===== src/rtl/stream_downsizer.sv =====
// Width downsizer: accepts one DW_OUT*SCALE-bit word and replays it as SCALE
// narrow beats, with zero-bubble reload when the final beat is consumed.
module stream_downsizer #(
    parameter int unsigned DW_OUT    = 8,
    parameter int unsigned SCALE     = 4,
    parameter bit          MSB_FIRST = 1'b0
) (
    input  logic                     clk,
    input  logic                     rst_n,
    input  logic [DW_OUT*SCALE-1:0]  s_data_i,
    input  logic                     s_valid_i,
    input  logic                     s_last_i,
    output logic                     s_ready_o,
    output logic [DW_OUT-1:0]        m_data_o,
    output logic                     m_valid_o,
    output logic                     m_last_o,
    input  logic                     m_ready_i
);

    localparam int unsigned IDXW = (SCALE > 2) ? $clog2(SCALE) : 1;
    localparam int unsigned DW_IN = DW_OUT * SCALE;
    localparam logic [IDXW-1:0] LAST_IDX = IDXW'(SCALE - 1);

    logic              full_q, full_d;
    logic [IDXW-1:0]   idx_q, idx_d;
    logic              last_q, last_d;
    logic [DW_IN-1:0]  data_q;
    logic [IDXW-1:0]   sel;
    logic              wr, rd, wrap;

    assign wrap      = (idx_q == LAST_IDX);
    assign rd        = full_q & m_ready_i;
    // Ready is gated by rst_n so it stays low for the whole reset window.
    assign s_ready_o = rst_n & (~full_q | (rd & wrap));
    assign wr        = s_valid_i & s_ready_o;
    assign m_valid_o = full_q;
    assign m_last_o  = full_q & last_q & wrap;
    assign sel       = MSB_FIRST ? (LAST_IDX - idx_q) : idx_q;

    always_comb begin
        m_data_o = '0;
        for (int unsigned i = 0; i < SCALE; i++) begin
            if (sel == IDXW'(i)) begin
                m_data_o = data_q[i*DW_OUT +: DW_OUT];
            end
        end
    end

    // A load wins over the wrap-clear so the final beat can hand straight over.
    always_comb begin
        full_d = full_q;
        idx_d  = idx_q;
        last_d = last_q;
        if (wr) begin
            full_d = 1'b1;
            idx_d  = '0;
            last_d = s_last_i;
        end else if (rd) begin
            if (wrap) begin
                full_d = 1'b0;
                idx_d  = '0;
            end else begin
                idx_d = idx_q + 1'b1;
            end
        end
    end

    always_ff @(posedge clk or negedge rst_n) begin
        if (!rst_n) begin
            full_q <= 1'b0;
            idx_q  <= '0;
            last_q <= 1'b0;
        end else begin
            full_q <= full_d;
            idx_q  <= idx_d;
            last_q <= last_d;
        end
    end

    always_ff @(posedge clk) begin
        if (wr) begin
            data_q <= s_data_i;
        end
    end

endmodule


===== config.mk =====
export PLATFORM = sky130hd
export DESIGN_NAME = stream_downsizer
export DESIGN_NICKNAME = d
export VERILOG_FILES = /design/src/rtl/stream_downsizer.sv
export SDC_FILE = /design/constraint.sdc
export NUM_CORES = 1
export LEC_CHECK = 0
export ABC_AREA = 0
export BUFFER_PORTS_ARGS = -buffer_cell sky130_fd_sc_hd__buf_2
export CAP_MARGIN = 20
export CORE_ASPECT_RATIO = 0.5
export CORE_MARGIN = 1.5
export CORE_UTILIZATION = 30
export CTS_BUF_LIST = sky130_fd_sc_hd__clkbuf_4
export DETAILED_ROUTE_END_ITERATION = 16
export PLACE_DENSITY = 0.5
export SETUP_SLACK_MARGIN = 0.3
export SLEW_MARGIN = 20
export SYNTH_ARGS = -nofsm -noshare
export SYNTH_HDL_FRONTEND = slang
export SYNTH_SLANG_ARGS = --single-unit

===== constraint.sdc =====
create_clock -name clk -period 2.2 [get_ports clk]
set_input_delay 0.44 -clock clk [delete_from_list [all_inputs] [get_ports clk]]
set_output_delay 0.44 -clock clk [all_outputs]
set_load 0.05 [all_outputs]

### Word level (Yosys, flattened, before mapping)

Index checks and enable logic that the tools add are counted.

| storage, ports and cells | value |
|---|---|
| bits in read-only memories | 0 |
| memory bits (writable) | 0 |
| word-level logic and storage cells | 30 |
| output and inout port bits | 11 |
| latch bits | 0 |
| bits in registers | 36 |
| memories | 0 |

| cells by class | value |
|---|---|
| order comparisons | 0 |
| reduce and logical (&&, ||, !) cells | 4 |
| equal/unequal tests | 3 |
| $add $sub $neg | 1 |
| shift operators | 0 |
| muxes and demuxes | 10 |
| bitwise operators | 8 |
| div/mod/pow operators | 0 |
| multipliers | 0 |

Operators with widths:

| kind | number |
|---|---|
| $mux 8 | 4 |
| $and 1x1->1 | 6 |
| $mux 2 | 3 |
| $eq 2x2->1 const B | 2 |
| $reduce_bool 2->1 | 2 |
| $mux 1 | 3 |
| $add 2x1->2 const B | 1 |
| $eq 2x1->1 const B | 1 |
| $logic_not 2->1 | 1 |
| $reduce_and 2->1 | 1 |
| $not 1->1 | 1 |
| $or 1x1->1 | 1 |

### Depth between registers and ports, before layout

| logic depth | value |
|---|---|
| depth in word-level cells | 7 |
| depth in mapped cells | 7 |
| gate-level depth less buffers | 5 |

### Least setup slack after synthesis

OpenSTA, ideal clock, no wires.

| timing | value |
|---|---|
| path type | reg-to-output |
| start | reg idx_q[0] |
| end | out m_data_o[0] |
| buffers on the path | 2 |
| setup slack | -0.110 ns |
| cell stages (with the launch flop) | 7 |
| arrival time | 1.870 ns |
| path through | dfrtp_1 ha_1 buf_2 nor2b_1 clkbuf_2 a22oi_1 a21oi_1 |

| between the ends | value |
|---|---|
| word-level cells in the longest chain between the ends | 5 |
| elaborated cells between the ends (all ways) | 8 |
| those cells by class | eq/ne (3); mux (4); reduce/logical (1) |

RTL lines:

| item | line | text |
|---|---|---|
| start, declared | 25 | `logic [IDXW-1:0] idx_q, idx_d;` |
| start signal, assigned | 75 | `idx_q <= idx_d;` |
| $logic_not 2->1 | 43 | `if (sel == IDXW'(i)) begin` |
| $mux 8 (3 in a row) | 43 |  |
| $mux 8 (*) | 43 |  |
| end, declared | 14 | `output logic [DW_OUT-1:0] m_data_o,` |

Every way passes the cells marked *; elsewhere a longest branch is shown, timed or not.

### Final worst setup path

| timing | value |
|---|---|
| start | reg idx_q[0] |
| end | out m_data_o[4] |

The elaborated chain is that of the path after synthesis.

==> impl_metrics.yaml <==
clocking:
  clock_latency_ns: 0.33
  clkTransAtPathRegs_ns: 0.11
  clock-sinks: 36
  htree_levels: 2
  clk_path_buf_depth: 2
  cts_inserted_buffers: 5
  cts_tree: "built"
  cts-root-buf: "clkbuf_4"
route:
  dr.pass1.iters: 2
  drc: 0
  drtIter0Drc: 27
  vias: 975
  wl_per_cell_um: 13.9
  drt_wl_total_um: 2950
  vias_per_cell: 4.60
  ant_nets: 0
floorplan:
  die_w_um: 100
  die_area_sq_um: 5160
  chipHeight_um: 51.5
  num_rows: 17
  initial_core_util_pct: 31.7
  core-area_sq_um: 4470
  ios: 48
power_and_ir_drop:
  p_leak_nw: 0.841
  worst_ir_drop_vdd_v: 0.000518
  power_density_nw_per_um2: 1560
yosys:
  netlist_area_sq_um: 1410
  yosysTopAreaCellShare_pct: 68.0
  synth.distinct_cells: 24
  synthesis.nets: 131
  synth_cells: 90
  yosysTopAreaCell: "edfxtp_1"
  ys_warn_count: 0
  ys_ff_latch: 36
  ys_top_cells_by_area: "edfxtp_1, dfrtp_1, a22oi_1"
  ys_seq_area_share_pct: 75.0
  avgSynthCellArea_sq_um: 15.7
placement:
  hpwlAfterDp_um: 1990
  numPortBuffers: 47
  pre_cts_slack_ns: -0.146
  gp_congestion: 0.727
  place_area_sq_um: 1870
run:
  drv_cap: 0
worst_setup_path:
  endpoint_kind: "output port"
  crit_required_ns: 1.76
  reg2regPathDepth: 6
  r2r-start: "idx_q[1]$_DFFE_PN0P_"
  arrival_ns: 1.77
  worst-setup-path-type: "flop to output port"
  cp_max_fo: 4
  crit_path_start: "idx_q[0]$_DFFE_PN0P_"
  cp-start-kind: "flop"
worst_hold_path:
  hp-class: "input port to flop"
  min_path_cells: 1
  hp-start: "s_data_i[24]"
grt:
  antenna_found_initial: 0
  grt_pass1_wl_um: 4570
  grt_max_degree: 19
  gr-total-overflow: 0
  track_usage_pct: 12.2
  grt_pass1_vias: 984
layout:
  ff_latch_area_sq_um: 1060
  mostFrequentLayoutCells: "buf_2, edfxtp_1, buf_6"
  drive_above_1_share_pct: 67.1
  fin_area_sq_um: 2240
  nets: 195
  num_antenna_cells: 0
  multi_input_area_sq_um: 577
  mostFrequentLayoutCell: "buf_2"
  areaGrowthSynthToFinish_pct: 58.5
  fillCellCount: 388
timing:
  fin_skew_ns: 0.0101
  report.final.slew_viol_count: 0
  timing.hold.ws_ns: 0.279
  tightest_slew_ns: 0.244
  hold_viol_final: 0
  setup_slack_ns: -0.00842
  fin_crit_ns: 2.21
  slew_headroom_pct: 83.7
  period_share_pct: 100
  rsz0062_at_grt: "true"
  max_freq_mhz: 453
  finalSetupViolCount: 1
status:
  status: "finished with violations"
  violations: "negative setup slack"
[layout make-up]
| type | count | area share [%] |
|---|---|---|
| multi-input combinational | 48 | 25.7 |
| clock buffer | 5 | 1.68 |
| timing repair buffer | 60 | 19.7 |
| clock inverter | 3 | 1.68 |
| inverter | 3 | 0.614 |
| tap | 57 | 3.18 |
| sequential | 36 | 47.4 |
[Yosys cell counts, drive strengths merged]
| cell | number |
|---|---|
| a21oi | 9 |
| a22oi | 7 |
| a31oi | 1 |
| and2 | 1 |
| and3 | 1 |
| buf | 2 |
| clkbuf | 1 |
| dfrtp | 4 |
| edfxtp | 32 |
| ha | 4 |
| inv | 3 |
| mux2 | 1 |
| mux2i | 1 |
| nand2 | 7 |
| nand2b | 1 |
| nand3 | 1 |
| nand3b | 1 |
| nor2 | 3 |
| nor2b | 1 |
| o21ai | 1 |
| o22ai | 7 |
| or3b | 1 |
[critical path, stage by stage (launching register included)]
cell     delay [ns]
dfrtp_2        0.46
inv_2          0.08
buf_6          0.09
ha_4           0.14
or3b_4         0.39
o21ai_4        0.08
a31oi_4        0.04
buf_6          0.16
[state kept, by name, summed over array words and instances (netlist names)]
signal and cells:
last_q 1, idx_q 2, data_q 32, m_valid_o 1
[timing repair]
action / in CTS / in global routing
hold buffers: 1 / 0
setup buffers: 3 / 1
hold endpoints to repair: 4 / 0
cloned: 0 / 0
gates resized for setup: 48 / 12
pin swaps: 2 / 4
endpoints found under the setup margin: 10 / 10
[routing by layer]
layer	vias up	routed length [um]	GRT usage (%)
met5	-	0	0
met3	4	125	3.76
li1	477	-	-
met4	0	26	4.23
met2	23	1510	20.1
met1	471	1290	15.7
[path summary, 6_finish.rpt]
kind / to / slack [ns]
worst max-delay path: m_data_o[4] / -0.008
worst min-delay path: data_q[24]$_DFFE_PP_ / 0.28
worst max register to register: data_q[15]$_DFFE_PP_ / 0.59
worst min register to register: last_q$_DFFE_PN0P_ / 0.53
max in group asynchronous: idx_q[0]$_DFFE_PN0P_ / 1.51
min in group asynchronous: idx_q[0]$_DFFE_PN0P_ / 0.50
[cell families (layout without fill, tap and decap cells)]
group	after synthesis	after routing	synth area share, %
and+or+nand+nor	17	17	6.20
AOI/OAI and AO/OA	25	25	11.6
DFF	36	36	75.0
adders and majority gates	4	4	3.54
buffers and inverters	6	71	1.86
muxes	2	2	1.77
[where the power goes]
| group | internal, W | switching, W |
|---|---|---|
| logic | 0.000924 | 0.00122 |
| clock network | 0.000232 | 0.000207 |
| registers | 0.000848 | 0.0000646 |
| total | 0.00201 | 0.00149 |
[metrics by stage]
stage | total power (W) | utilization, % | TNS, ns | instances
6_report | 0.00349 | 50.2 | -0.00842 | 212
5_1_grt | 0.00366 | 50.2 | -0.483 | 212
4_1_cts | 0.00346 | 48.9 | -0.0383 | 211
3_5_place_dp | 0.00250 | 41.8 | -0.817 | 199
3_3_place_gp | 0.00249 | 41.8 | -0.309 | 199
2_1_floorplan | 0.00213 | - | 0 | 90
(Power assumes the default switching activity.)
